[config.mk]
export PLATFORM = sky130hd
export DESIGN_NAME = pixel_fetch
export DESIGN_NICKNAME = d
export VERILOG_FILES = /design/src/rtl/pixel_fetch.sv
export SDC_FILE = /design/constraint.sdc
export NUM_CORES = 1
export LEC_CHECK = 0
export CAP_MARGIN = 40
export CORE_MARGIN = 8
export CORE_UTILIZATION = 55
export CTS_BUF_LIST = sky130_fd_sc_hd__clkbuf_4 sky130_fd_sc_hd__clkbuf_8
export CTS_CLUSTER_DIAMETER = 120
export DETAILED_ROUTE_END_ITERATION = 10
export GPL_ROUTABILITY_DRIVEN = 1
export PLACE_DENSITY = 0.84
export SLEW_MARGIN = 40
export SYNTH_ARGS = -nofsm -noshare
export SYNTH_HDL_FRONTEND = slang
export SYNTH_SLANG_ARGS = --single-unit
[constraint.sdc]
create_clock -name clk -period 10.6 [get_ports clk]
set_input_delay 1.59 -clock clk [delete_from_list [all_inputs] [get_ports clk]]
set_output_delay 1.59 -clock clk [all_outputs]
set_load 0.01 [all_outputs]
[src/rtl/pixel_fetch.sv]
// pixel_fetch: per-line video RAM prefetcher and pixel index emitter.
//   Fetches 16-bit words (two 8-bit CLUT indices) into a small FIFO and
//   emits one index per pixel period inside the active window.
// Ports:
//   clk, reset             clock, synchronous active-high reset
//   cf, st, cm             crystal/standard/colour-mode selects (W and pixel rate)
//   new_line, hblank,      timing from video_timing
//   vblank, line_addr      word address of first word of the next line
//   mem_req/mem_addr       read request, held until mem_ack
//   mem_ack/mem_data       1-cycle ack with data ([15:8] left, [7:0] right pixel)
//   pix_valid/pix_data     pixel strobe and index (0x00 on underflow)
//   underflow/underflow_clr sticky empty-on-strobe flag and its clear
module pixel_fetch #(
  parameter int FIFO_DEPTH = 8,
  parameter int AW         = 22
) (
  input  logic          clk,
  input  logic          reset,
  input  logic          cf,
  input  logic          st,
  input  logic          cm,
  input  logic          new_line,
  input  logic          hblank,
  input  logic          vblank,
  input  logic [AW-1:0] line_addr,
  output logic          mem_req,
  output logic [AW-1:0] mem_addr,
  input  logic          mem_ack,
  input  logic [15:0]   mem_data,
  output logic          pix_valid,
  output logic [7:0]    pix_data,
  output logic          underflow,
  input  logic          underflow_clr
);

  localparam int          PW      = $clog2(FIFO_DEPTH);
  localparam logic [PW:0] DEPTH_C = (PW+1)'(FIFO_DEPTH);

  typedef enum logic [1:0] {S_IDLE, S_CHECK, S_FETCH, S_DRAIN} state_t;

  state_t        state, state_nx;
  logic [AW-1:0] addr;
  logic [8:0]    words_left;
  logic [8:0]    base_w, line_w;

  logic [15:0]   fifo_mem [FIFO_DEPTH];
  logic [PW-1:0] rd_ptr, wr_ptr;
  logic [PW:0]   fifo_cnt;
  logic          fifo_empty;

  logic [1:0]    phase, phase_last;
  logic          byte_sel;
  logic          active, strobe;
  logic          issue, push, pop;
  logic [15:0]   head;

  assign base_w     = (cf && !st) ? 9'd192 : 9'd180;
  assign line_w     = cm ? {base_w[7:0], 1'b0} : base_w;
  assign fifo_empty = (fifo_cnt == '0);
  assign head       = fifo_mem[rd_ptr];

  assign active     = !hblank && !vblank;
  assign strobe     = active && (phase == 2'd0);
  assign phase_last = cm ? 2'd1 : 2'd3;

  // Only one request in flight: a new one is raised only while mem_req is
  // low, and the FIFO slot it will fill is already free.
  assign issue = (state == S_FETCH) && !mem_req && (fifo_cnt < DEPTH_C) &&
                 (words_left != 9'd0) && !new_line;
  // An ack landing on a new_line cycle belongs to the old line: dropped.
  assign push  = mem_req && mem_ack && (state == S_FETCH) && !new_line;
  assign pop   = strobe && !fifo_empty && !byte_sel;

  // ---------------- fetch FSM ----------------
  always_comb begin
    state_nx = state;
    if (new_line) begin
      // An unacked request must still be completed before the next line.
      state_nx = (mem_req && !mem_ack) ? S_DRAIN : S_CHECK;
    end else begin
      case (state)
        S_IDLE:  state_nx = S_IDLE;
        S_CHECK: state_nx = vblank ? S_IDLE : S_FETCH;
        S_FETCH: if (!mem_req && (words_left == 9'd0)) state_nx = S_IDLE;
        S_DRAIN: if (mem_ack) state_nx = S_CHECK;
        default: state_nx = S_IDLE;
      endcase
    end
  end

  always_ff @(posedge clk) begin
    if (reset) state <= S_IDLE;
    else       state <= state_nx;
  end

  always_ff @(posedge clk) begin
    if (reset) begin
      mem_req    <= 1'b0;
      mem_addr   <= '0;
      addr       <= '0;
      words_left <= '0;
    end else begin
      if (mem_req && mem_ack) mem_req <= 1'b0;
      else if (issue)         mem_req <= 1'b1;
      if (issue) mem_addr <= addr;
      if ((state == S_CHECK) && !new_line && !vblank) begin
        addr       <= line_addr;
        words_left <= line_w;
      end else if (push) begin
        addr       <= addr + AW'(1);
        words_left <= words_left - 9'd1;
      end
    end
  end

  // ---------------- prefetch FIFO ----------------
  always_ff @(posedge clk) begin
    if (push) fifo_mem[wr_ptr] <= mem_data;
  end

  always_ff @(posedge clk) begin
    if (reset || new_line) begin
      rd_ptr   <= '0;
      wr_ptr   <= '0;
      fifo_cnt <= '0;
    end else begin
      if (push) wr_ptr <= wr_ptr + PW'(1);
      if (pop)  rd_ptr <= rd_ptr + PW'(1);
      case ({push, pop})
        2'b10:   fifo_cnt <= fifo_cnt + (PW+1)'(1);
        2'b01:   fifo_cnt <= fifo_cnt - (PW+1)'(1);
        default: fifo_cnt <= fifo_cnt;
      endcase
    end
  end

  // ---------------- pixel output ----------------
  always_ff @(posedge clk) begin
    if (reset) begin
      phase     <= 2'd0;
      byte_sel  <= 1'b1;
      pix_valid <= 1'b0;
      pix_data  <= 8'h00;
      underflow <= 1'b0;
    end else begin
      pix_valid <= strobe;
      if (!active) begin
        phase    <= 2'd0;
        byte_sel <= 1'b1;
      end else begin
        // >= so a cm switch mid-period cannot strand phase above the limit
        phase <= (phase >= phase_last) ? 2'd0 : phase + 2'd1;
        if (strobe) begin
          byte_sel <= !byte_sel;
          if (fifo_empty) pix_data <= 8'h00;
          else            pix_data <= byte_sel ? head[15:8] : head[7:0];
        end
      end
      if (strobe && fifo_empty) underflow <= 1'b1;
      else if (underflow_clr)   underflow <= 1'b0;
    end
  end

endmodule

-- After elaboration in Yosys (flattened, before gate mapping)
Memories as Yosys holds them, arrays and structs flattened. A register that Yosys moved wholly into a read port is not among the register bits.
Index checks and enable logic that the tools add are counted.
Widths: inputs -> output; s select.
- register bits after elaboration: 79
- bits in latches: 0
- RAM bits: 128
- bits in read-only memories: 0
- input port bits: 48
- output and inout bits: 33
- logic and storage cells: 92
- memories kept: 1
- add/subtract/negate cells: 7
- multipliers: 0
- div/mod/pow operators: 0
- magnitude comparators: 2
- equal/unequal tests: 7
- shifts and indexed selects: 0
- multiplexer cells: 22
- bitwise logic cells: 1
- reductions and logical operators: 39
- memories (name ; words ; width ; rd ports ; clocked after Yosys merged registers in ; write ports ; line ; text):
    fifo_mem ; 8 ; 16 ; 1 ; 1 ; 1 ; 46 ; logic [15:0] fifo_mem [FIFO_DEPTH];
- operators by type and width (kind ; number):
    $mux 22 ; 2
    $mux 9 ; 3
    $add 22x1->22 const B ; 1
    $logic_and 1x1->1 ; 17
    $mux 8 ; 2
    $mux 2 ; 6
    $logic_not 9->1 ; 1
    $reduce_bool 9->1 ; 1
    $sub 9x1->9 const B ; 1
    $logic_not 1->1 ; 8
    $pmux 2 s4 ; 1
    $pmux 4 s2 ; 1
    $mux 7 ; 1
    $add 3x1->3 const B ; 2
    $eq 2x2->1 const B ; 3
    $mux 3 ; 2
    $reduce_bool 2->1 ; 3
    $add 4x1->4 const B ; 1
    $eq 2x1->1 const B ; 2
    $logic_not 2->1 ; 2
    $logic_not 4->1 ; 1
    $lt 4x4->1 const B ; 1
    $mux 1 ; 4
    $reduce_and 2->1 ; 2
    other kinds (9) ; 10

-- Logic depth before layout (Yosys ltp)
Gate-level depths: netlist of run 1.
- depth after elaboration: 7
- mapped depth: 12
- mapped depth without buffers: 12

-- Worst setup path after synthesis of run 1
OpenSTA, ideal clock, no wires.
- path kind: input-to-reg
- start point: input port new_line
- end point: memory fifo_mem[2][0] (enable)
- library setup time: 0.436 ns
- arrival: 4.255 ns
- data required time: 10.164 ns
- setup slack: 5.909 ns
- cell stages on the path: 6
- buffers on the path: 2
- cells stage by stage: or3b_1 buf_2 nor2_4 inv_2 clkbuf_1 nor4b_1
- longest elaborated chain between the ends: 4
- ends and longest elaborated chain (element ; line ; text):
    start, declared ; 22 ; input logic new_line,
    $logic_not 1->1 ; 71 ; assign push = mem_req && mem_ack && (state == S_FETCH) && !new_line;
    $logic_and 1x1->1 ; 71 ;
    $mux 1 ; 118 ; if (push) fifo_mem[wr_ptr] <= mem_data;
    $mux 1 (implied by the code) ; 118 ;
    end, declared ; 46 ;
Every way passes these cells.

-- Worst setup path in the final report of run 1
- start point: input port new_line
- end point: register fifo_cnt[2]
- longest elaborated chain between the ends: 4
- elaborated cells between the ends (all ways): 7
- those cells by class: eq/ne: 2; mux: 1; reduce/logical: 4
- ends and longest elaborated chain (element ; line ; text):
    $logic_not 1->1 ; 71 ;
    $logic_and 1x1->1 ; 71 ;
    $eq 2x1->1 or $eq 2x2->1 (tied branches) ; 129 ; case ({push, pop})
    $pmux 4 s2 or $reduce_bool 2->1 (tied branches) ; n/a ;
    end signal, assigned ; 130 ; 2'b10: fifo_cnt <= fifo_cnt + (PW+1)'(1);
    end signal, assigned ; 131 ; 2'b01: fifo_cnt <= fifo_cnt - (PW+1)'(1);
    end signal, assigned ; 132 ; default: fifo_cnt <= fifo_cnt;
    end, declared ; 48 ; logic [PW:0] fifo_cnt;
Parallel ways exist; a longest one is shown, timed or not.
A chain may end at the register's enable or synchronous reset.

==> impl_summary.md, run 1 <==
Detailed routing
After detailed routing, the number of remaining DRC violations is 0. The routed wire length is roughly 20000 um. The wire length per cell after detailed routing is 20.28 um. The routed layout has 5791 vias. After the first detailed-routing iteration, the DRC count stood at between 500 and 600. The first TritonRoute pass finished after 5 iterations. The detail route stage leaves a number of antenna-violating nets equal to 0.

The via-per-instance ratio is approximately 6.0.

Cells and area
The repair_antennas step left the layout with diodes totalling 0. The post-layout instance area is ~0.010 mm2. The number of nets in the finished design is ~800. Of the cells placed in the final design, the portion with a size suffix greater than 1 is 16.18%. The area of the multi-input gates is 0.003053 mm2. The sequential standard cell area is around 0.0055 mm2. The growth of design area from synthesis to finish is 20.04%. The filler cells instantiated in the layout total around 1100.

Yosys
Averaged over all synthesized cells, the footprint is about 14 um2. The summed instance area of the synthesized netlist is 0.008715 mm2. The synthesized design contains between 200 and 250 register bits. The number of nets in the synthesized netlist is 693. Of the synthesized area, sequential elements account for 62.94%.

In this run, distinct cell masters in the synthesized netlist total 61. Counting flops with an async set or reset pin after synthesis yields a share of 0%. Synthesis produced around 630 cells. The total number of yosys warnings is 0.

The dominant register cell in the synthesized netlist is sky130_fd_sc_hd__edfxtp_1. The number of enable flip-flop cells after synthesis is ~130.

Global route
The remaining global-route overflow is 0. The pin count of the biggest net entering global routing is 62. The global-route usage over all layers is between 10% and 20%. The initial antenna violation count is 0.

The first global-routing pass estimated just over 30000 um of wire. The number of global-route vias before repair is ~6000.

Clock network
The clock-pin slew on the worst setup and hold paths is about 0.060 ns. In this run the number of H-tree levels came out at 2. The longest clock path from root to sink contains 3 buffers. The cell chosen for the clock root is sky130_fd_sc_hd__clkbuf_8. The CTS tree is yes.

The number of post-CTS setup repair buffers is 0. Clock latency on the worst-skew pair, taken at its later pin, is 0.50 ns. Counting the buffers created by CTS gives 34.

The number of hold buffers added after CTS was 0. The clock net in this run drives a total of 210 sinks. After clock tree synthesis, the repair step resized 0 gates.

Floorplanning
For this design the top-level I/O count stands at 81. The vertical die dimension is about 140 um. Row generation in the floorplan step produced 46 rows. The floorplan step set the die width to roughly 140 um. The initial standard-cell utilization of the core is a little under three fifths. The core area is 0.01571 mm2.

The floorplan step defined a die boundary enclosing ~0.02 mm2.

Worst setup path
STA classifies the critical path endpoint as a register. The critical path data required time is 11.00 ns. The critical setup path kind is in -> reg. At the worst endpoint, the arrival time is 4.89 ns. The maximum fanout encountered on the critical timing path is 20.

The internal reg-to-reg setup slack is between 7 and 8 ns. The kind of start point of the critical path is a primary input.

Min path
The class of the tightest hold or removal check is reg -> reg.

Timing
The remaining max-slew budget at the tightest pin is 43.58%. The summed negative setup slack over all endpoints is 0 ns. Setup repair after global routing left no endpoint under its margin. The maximum clock skew at final layout is around 0.024 ns. For the pin with the worst max-slew slack, the measured transition is about 0.84 ns.

Dividing the final minimum period by the clock period gives between 40% and 50%. Setup violations remaining at the end of the flow were counted as 0. The number of pins exceeding their max-slew limit in the final report was 0.

Hold is met by roughly 0.46 ns. After layout, the worst setup slack is 6.109 ns. The clock period could shrink to between 4 and 5 ns. Timing would allow up to approximately 220 MHz. The final number of hold-violating endpoints came to 0.

Outcome
The run finished with clean final reports.

Power and ir drop
VDD sags by at most between 0.0001 and 0.00015 V. Dividing total power by cell area gives a power density of between 150 and 200 mW/mm2. The leakage component of the power is 0.003658 uW. Overall power consumption after layout is estimated at 1625 uW.

Flow run
The number of max-cap violations is 0.

Placed design
Port buffering added 80 buffers. The placed instances occupy a cell area of roughly 0.0098 mm2. The final weighted congestion of routability-driven global placement is slightly above 0.8. The placement-stage worst setup slack is between 5 and 6 ns. The HPWL after detailed placement is approximately 13000 um.
==> worst max-delay path: stages <==
cell                              delay [ns]
sky130_fd_sc_hd__clkdlybuf4s50_1        0.53
sky130_fd_sc_hd__or3b_1                 0.54
sky130_fd_sc_hd__nor2_4                 0.44
sky130_fd_sc_hd__inv_2                  0.28
sky130_fd_sc_hd__ha_1                   0.35
sky130_fd_sc_hd__xor2_1                 0.17
sky130_fd_sc_hd__ha_1                   0.18
sky130_fd_sc_hd__a21oi_1                0.19
sky130_fd_sc_hd__xor2_1                 0.10
sky130_fd_sc_hd__or3_1                  0.31
sky130_fd_sc_hd__a21oi_1                0.19
==> routing by layer <==
metal / global-route usage [%] / vias up / routed length, um
li1: - / 2642 / -
met1: 23.06 / 2889 / 7618
met5: 0 / - / 0
met2: 34.40 / 224 / 10190
met4: 6.897 / 0 / 405
met3: 3.965 / 36 / 1335
==> sequential cells by signal, summed over array words and instances (netlist names), 2 cells and up, named ones only <==
name and count:
mem_addr 22, rd_ptr 3, fifo_cnt 4, fifo_mem 128, wr_ptr 3, pix_data 8, state 2, words_left 9
addr 22, phase 2
==> logic make-up (layout without fill, tap and decap cells) <==
group	count (synthesis)	count (layout)	share of synthesized area (%)
buffers and inverters	58	173	2.814
multiplexers	69	69	12.55
AO/OA/AOI/OAI	90	90	7.480
flip-flops	210	210	62.94
AND/OR/NAND/NOR	180	180	11.08
adder cells (fa/ha/maj)	12	12	1.723
XOR/XNOR	14	14	1.407
==> synthesized netlist by cell type, types with 3 or more instances <==
| cell type | instances | area (um2) |
|---|---|---|
| sky130_fd_sc_hd__buf_1 | 3 | 11.26 |
| sky130_fd_sc_hd__nor4_1 | 4 | 25.02 |
| sky130_fd_sc_hd__nand4_1 | 10 | 62.56 |
| sky130_fd_sc_hd__mux4_2 | 32 | 720.7 |
| sky130_fd_sc_hd__and4_1 | 5 | 43.79 |
| sky130_fd_sc_hd__a31oi_1 | 10 | 62.56 |
| sky130_fd_sc_hd__or4_1 | 12 | 90.09 |
| sky130_fd_sc_hd__clkbuf_1 | 21 | 78.83 |
| sky130_fd_sc_hd__o211ai_1 | 6 | 45.04 |
| sky130_fd_sc_hd__nor3_1 | 10 | 50.05 |
| sky130_fd_sc_hd__nor3b_1 | 3 | 22.52 |
| sky130_fd_sc_hd__nor4b_1 | 3 | 26.28 |
| sky130_fd_sc_hd__nor2_1 | 65 | 244.0 |
| sky130_fd_sc_hd__nand2_1 | 24 | 90.09 |
| sky130_fd_sc_hd__a311oi_1 | 11 | 96.34 |
| sky130_fd_sc_hd__nand3_1 | 11 | 55.05 |
| sky130_fd_sc_hd__edfxtp_1 | 128 | 3844 |
| sky130_fd_sc_hd__nor2b_1 | 3 | 18.77 |
| sky130_fd_sc_hd__xnor2_1 | 3 | 26.28 |
| sky130_fd_sc_hd__o22ai_1 | 6 | 37.54 |
| sky130_fd_sc_hd__buf_2 | 10 | 50.05 |
| sky130_fd_sc_hd__o31ai_1 | 5 | 37.54 |
| sky130_fd_sc_hd__a2bb2oi_1 | 3 | 26.28 |
| sky130_fd_sc_hd__inv_1 | 21 | 78.83 |
| sky130_fd_sc_hd__xor2_1 | 11 | 96.34 |
| sky130_fd_sc_hd__a211oi_1 | 5 | 37.54 |
| sky130_fd_sc_hd__nand3b_1 | 3 | 22.52 |
| sky130_fd_sc_hd__dfxtp_1 | 82 | 1642 |
| sky130_fd_sc_hd__ha_1 | 12 | 150.1 |
| sky130_fd_sc_hd__o21ai_0 | 12 | 60.06 |
| sky130_fd_sc_hd__mux2i_1 | 35 | 350.3 |
| sky130_fd_sc_hd__a211o_1 | 6 | 52.55 |
| sky130_fd_sc_hd__or3_1 | 8 | 50.05 |
| sky130_fd_sc_hd__a21oi_1 | 11 | 55.05 |
==> power breakdown <==
group	switching [uW]	internal [uW]
logic	29.7	27.2
registers	5.90	869
clock network	295	398
total	331	1290
==> worst paths after layout <==
path / startpoint / end / cells past startpoint
hold reg to reg: phase[0]$_SDFF_PP0_ / phase[0]$_SDFF_PP0_ / 1
setup / recovery: new_line / fifo_cnt[2]$_SDFFE_PP0P_ / 11
setup reg to reg: state[1]$_SDFFE_PP0P_ / fifo_cnt[2]$_SDFFE_PP0P_ / 10
hold / removal: phase[0]$_SDFF_PP0_ / phase[0]$_SDFF_PP0_ / 1
==> cells in the final DEF, fill, tap and decap left out, drive strengths merged, types with 4 or more instances in the layout <==
master	netlist	layout
a31oi	10	10
ha	12	12
nand4	10	10
o22ai	6	6
xor2	11	11
nor4b	4	4
a21oi	11	11
and4	5	5
nor4	4	4
clkdlybuf4s50	0	79
nand3	11	11
a311oi	11	11
or4	13	13
a211o	6	6
mux4	32	32
mux2i	35	35
edfxtp	128	128
clkbuf	21	48
inv	22	23
or3	8	8
o31ai	5	5
o211ai	6	6
clkinv	0	8
nor2	66	66
a211oi	5	5
dfxtp	82	82
buf	15	13
nor3	10	10
nand2	24	24
o21ai	12	12
==> through the flow <==
step	cells	util, %
floorplan	633	-
detailed placement	903	62.14
global placement	903	61.98
CTS	962	66.44
finish	964	66.58
global route	964	66.58
==> area by class of cell <==
type	count	share of cell area, %
sequential	210	52.48
multi-input combinational	365	29.18
timing repair buffer	92	8.504
clock buffer	48	5.478
tap	216	2.583
clock inverter	11	0.9807
inverter	22	0.7894
Note: power is estimated with default switching activity, not from simulation.
==> run 2, diff against run 1 <==
- clock period: 10.6 -> 4.6 ns (I/O delays scaled with it)
==> run 2 against run 1 <==
Combinational power rose by 120%; non-clock buffer count is 3 higher; clock power is 130% higher; wire length grew 1.0%; largest power group unchanged; die area stayed put; register-to-register slack got worse by 5.8 ns; via count is 1.5% higher; setup slack lost 4.9 ns; flip-flop and latch count unchanged; count of clock-buffer cells in the layout is 7 higher.
==> impl_summary.md, run 2 (synthesis gave the netlist of run 1 again) <==
Clock network
The clock-pin slew on the worst setup and hold paths is 0.06 ns (about the same). The number of gates given a new drive strength after cts is 0 (unchanged). The number of post-CTS setup repair buffers was 0 (unchanged). The clock sink count is 210 (unchanged). The insertion delay to the later sink of the worst-skew pair came to 0.52 ns (was 0.50 ns). The CTS buffer count is 35 (was 34). The number of H-tree levels is 2 (unchanged).

The cell chosen for the clock root is sky130_fd_sc_hd__clkbuf_8 (unchanged). The number of buffers on the longest clock path is 3 (unchanged). The CTS tree is yes (unchanged). The number of buffers inserted by hold repair at cts is 0 (unchanged).

Timing
For this run, the top clock speed supported by timing is between 200 and 300 MHz. The number of pins exceeding their max-slew limit in the final report is 0 (unchanged). The worst hold slack after final layout is 0.4637 ns (was 0.4632 ns).

Unrepaired setup endpoints after global routing: false (unchanged). The pin slew with the least headroom to its limit is 0.7605 ns (was 0.8440 ns). The total setup violations reported at the end of the flow is 0 (unchanged). The maximum clock skew at final layout is 0.01810 ns (was 0.02425 ns). The minimum setup slack in the final design was 1.189 ns (was 6.109 ns). The worst path uses 74.15% of the clock period. The final critical-path required period is between 3 and 4 ns.

The final number of hold-violating endpoints came to 0 (unchanged). The summed negative setup slack over all endpoints came to 0 ns (unchanged). The remaining max-slew budget at the tightest pin is 49.17% (was 43.58%).

Power and ir drop
The switching power is 793.1 uW (was 330.8 uW). The leakage component of the power is 0.003683 uW (was 0.003658 uW). The worst vdd rail ir drop is 0.0002162 V (was 0.0001216 V). The combinational share of power was 3.4% (was 3.5%). The net switching share of the total power came to 21.14% (was 20.35%). The cell internal power dissipation is 2958 uW (was 1295 uW). The sequential power share came to 53.7% (was 53.9%). The power per unit of standard cell area came to 358.2 mW/mm2 (was 155.4 mW/mm2).

The portion of total power attributed to the clock network came to 42.8% (was 42.6%).

Detailed routing
The number of iterations in the first detailed-routing pass is 5 (unchanged). The total vias in the final route came to 5879 (was 5791). The uppermost layer routed is met4 (unchanged).

The post-detailed-route DRC marker count is 0 (unchanged). The starting DRC count in detailed routing is 531 (was 594). The wire length per cell after detailed routing came to 20.36 um (was 20.28 um). The via-per-instance ratio was 6.061 (was 6.007). The routed wire length is 19750 um (was 19550 um). The wire length the detailed router placed on met1 came to 7838 um (was 7618 um). The met2 routed wirelength is 10110 um (was 10190 um). The total met3 wirelength after detailed routing came to 1272 um (was 1335 um). The number of antenna-violating nets in the routed design came to 0 (unchanged).

Worst setup path
The critical setup path kind is in -> reg (unchanged). The kind of start point of the critical path is a primary input (unchanged). The arrival time at the worst endpoint is 3.84 ns (was 4.89 ns).

The maximum fanout encountered on the critical timing path came to 20 (unchanged). The kind of capture point of the worst setup path is a register (unchanged). The critical path data required time is 5.03 ns (was 11.00 ns).

Global route
The remaining global-route overflow is 0 (unchanged). The number of global-route vias before repair is 6004 (was 6042). The global-route usage over all layers came to 19.64% (was 19.45%). The wire length of the first global-routing pass is 31150 um (was 30880 um). The pin count of the biggest net entering global routing was 61 (was 62). The initial antenna violation count was 0 (unchanged).

Cells and area
The flip-flop count of the largest register, all copies and words added is 128 (unchanged). The number of antenna diodes is 0 (unchanged). Commonest non-fill, non-tap cells in the layout: sky130_fd_sc_hd__edfxtp_1, sky130_fd_sc_hd__dfxtp_1, sky130_fd_sc_hd__clkdlybuf4s50_1, sky130_fd_sc_hd__nor2_1, sky130_fd_sc_hd__clkbuf_8 (was sky130_fd_sc_hd__edfxtp_1, sky130_fd_sc_hd__dfxtp_1, sky130_fd_sc_hd__clkdlybuf4s50_1, sky130_fd_sc_hd__nor2_1, sky130_fd_sc_hd__mux2i_1).

The utilization of the core after routing is 66.64% (was 66.58%). The number of nets in the finished design came to 789 (was 785). The final non-filler cell total is 970 (was 964). Regs by FF count: fifo_mem (128), addr (22), mem_addr (22) (unchanged). The growth of design area from synthesis to finish is 20.16% (was 20.04%).

The commonest non-fill, non-tap cell in the layout is sky130_fd_sc_hd__edfxtp_1 (unchanged). The register bank with the most flops is fifo_mem (unchanged). The ratio of cells with drive above 1 in the final layout is 17.24% (was 16.18%).

Min path
The class of the tightest hold or removal check is reg -> reg (unchanged).

Placed design
The placement-stage worst setup slack is 0.7134 ns (was 5.709 ns). The count of port buffers added during placement was 80 (unchanged). The post-placement cell count was 908 (was 903).

The HPWL after detailed placement is 12810 um (was 12880 um). The final weighted congestion of routability-driven global placement is 0.8322 (was 0.8314).

Outcome
Run status: complete, no violations (unchanged).

Floorplanning
The top-level I/O count is 81 (unchanged). The initial standard-cell utilization of the core is 55.46% (unchanged). The vertical die dimension came to 141.9 um (unchanged). The area of the die came to 0.02013 mm2 (unchanged). The floorplan die width is 141.9 um (unchanged). The row count is 46 (unchanged).

The core area is 0.01571 mm2 (unchanged).

Flow run
The number of max-cap violations is 0 (unchanged).
run 2: worst paths after layout:
check | from | endpoint | slack [ns] | cells past startpoint
max reg2reg | state[1]$_SDFFE_PP0P_ | fifo_cnt[3]$_SDFFE_PP0P_ | 1.51 | 9
min reg2reg | phase[0]$_SDFF_PP0_ | phase[0]$_SDFF_PP0_ | 0.46 | 1
max | new_line | fifo_cnt[3]$_SDFFE_PP0P_ | 1.19 | 10
min | phase[0]$_SDFF_PP0_ | phase[0]$_SDFF_PP0_ | 0.46 | 1
run 2: cell type report:
type / instances / area [um2]
repair buffers: 95 / 908.4
multi-input cells: 365 / 3034
clock buffers: 55 / 644.4
fillers: 1031 / 5241
clock inverters: 7 / 41.29
flip-flops and latches: 210 / 5490
well taps: 216 / 270.3
inverters: 22 / 82.58
run 2: stage by stage:
step	total power (uW)	area, um2
4_1_cts	3772	10470
5_1_grt	3874	10470
6_report	3751	10470
2_1_floorplan	2105	8715
3_5_place_dp	2181	9782
3_3_place_gp	2175	9776
run 2: critical path, stage by stage:
cell	delay [ns]
sky130_fd_sc_hd__clkdlybuf4s50_1	0.55
sky130_fd_sc_hd__or3b_1	0.56
sky130_fd_sc_hd__nor2_4	0.15
sky130_fd_sc_hd__buf_4	0.25
sky130_fd_sc_hd__inv_2	0.20
sky130_fd_sc_hd__ha_1	0.45
sky130_fd_sc_hd__nor4b_1	0.43
sky130_fd_sc_hd__o21ai_0	0.22
sky130_fd_sc_hd__a21o_1	0.21
sky130_fd_sc_hd__a21oi_1	0.13
run 2: power by group through the flow:
stage	Combinational (uW)	Sequential [uW]	Clock [uW]
after floorplan	52.3	2050	0
after global placement	120	2050	0
after detailed placement	126	2060	0
after CTS	127	2020	1630
after global routing	138	2020	1720
final	128	2020	1610
run 2: per-layer routing:
metal	up-vias	GRT usage, %
met5	-	0
met4	0	7.744
met3	45	3.528
met2	256	33.81
met1	2927	24.09
li1	2651	-
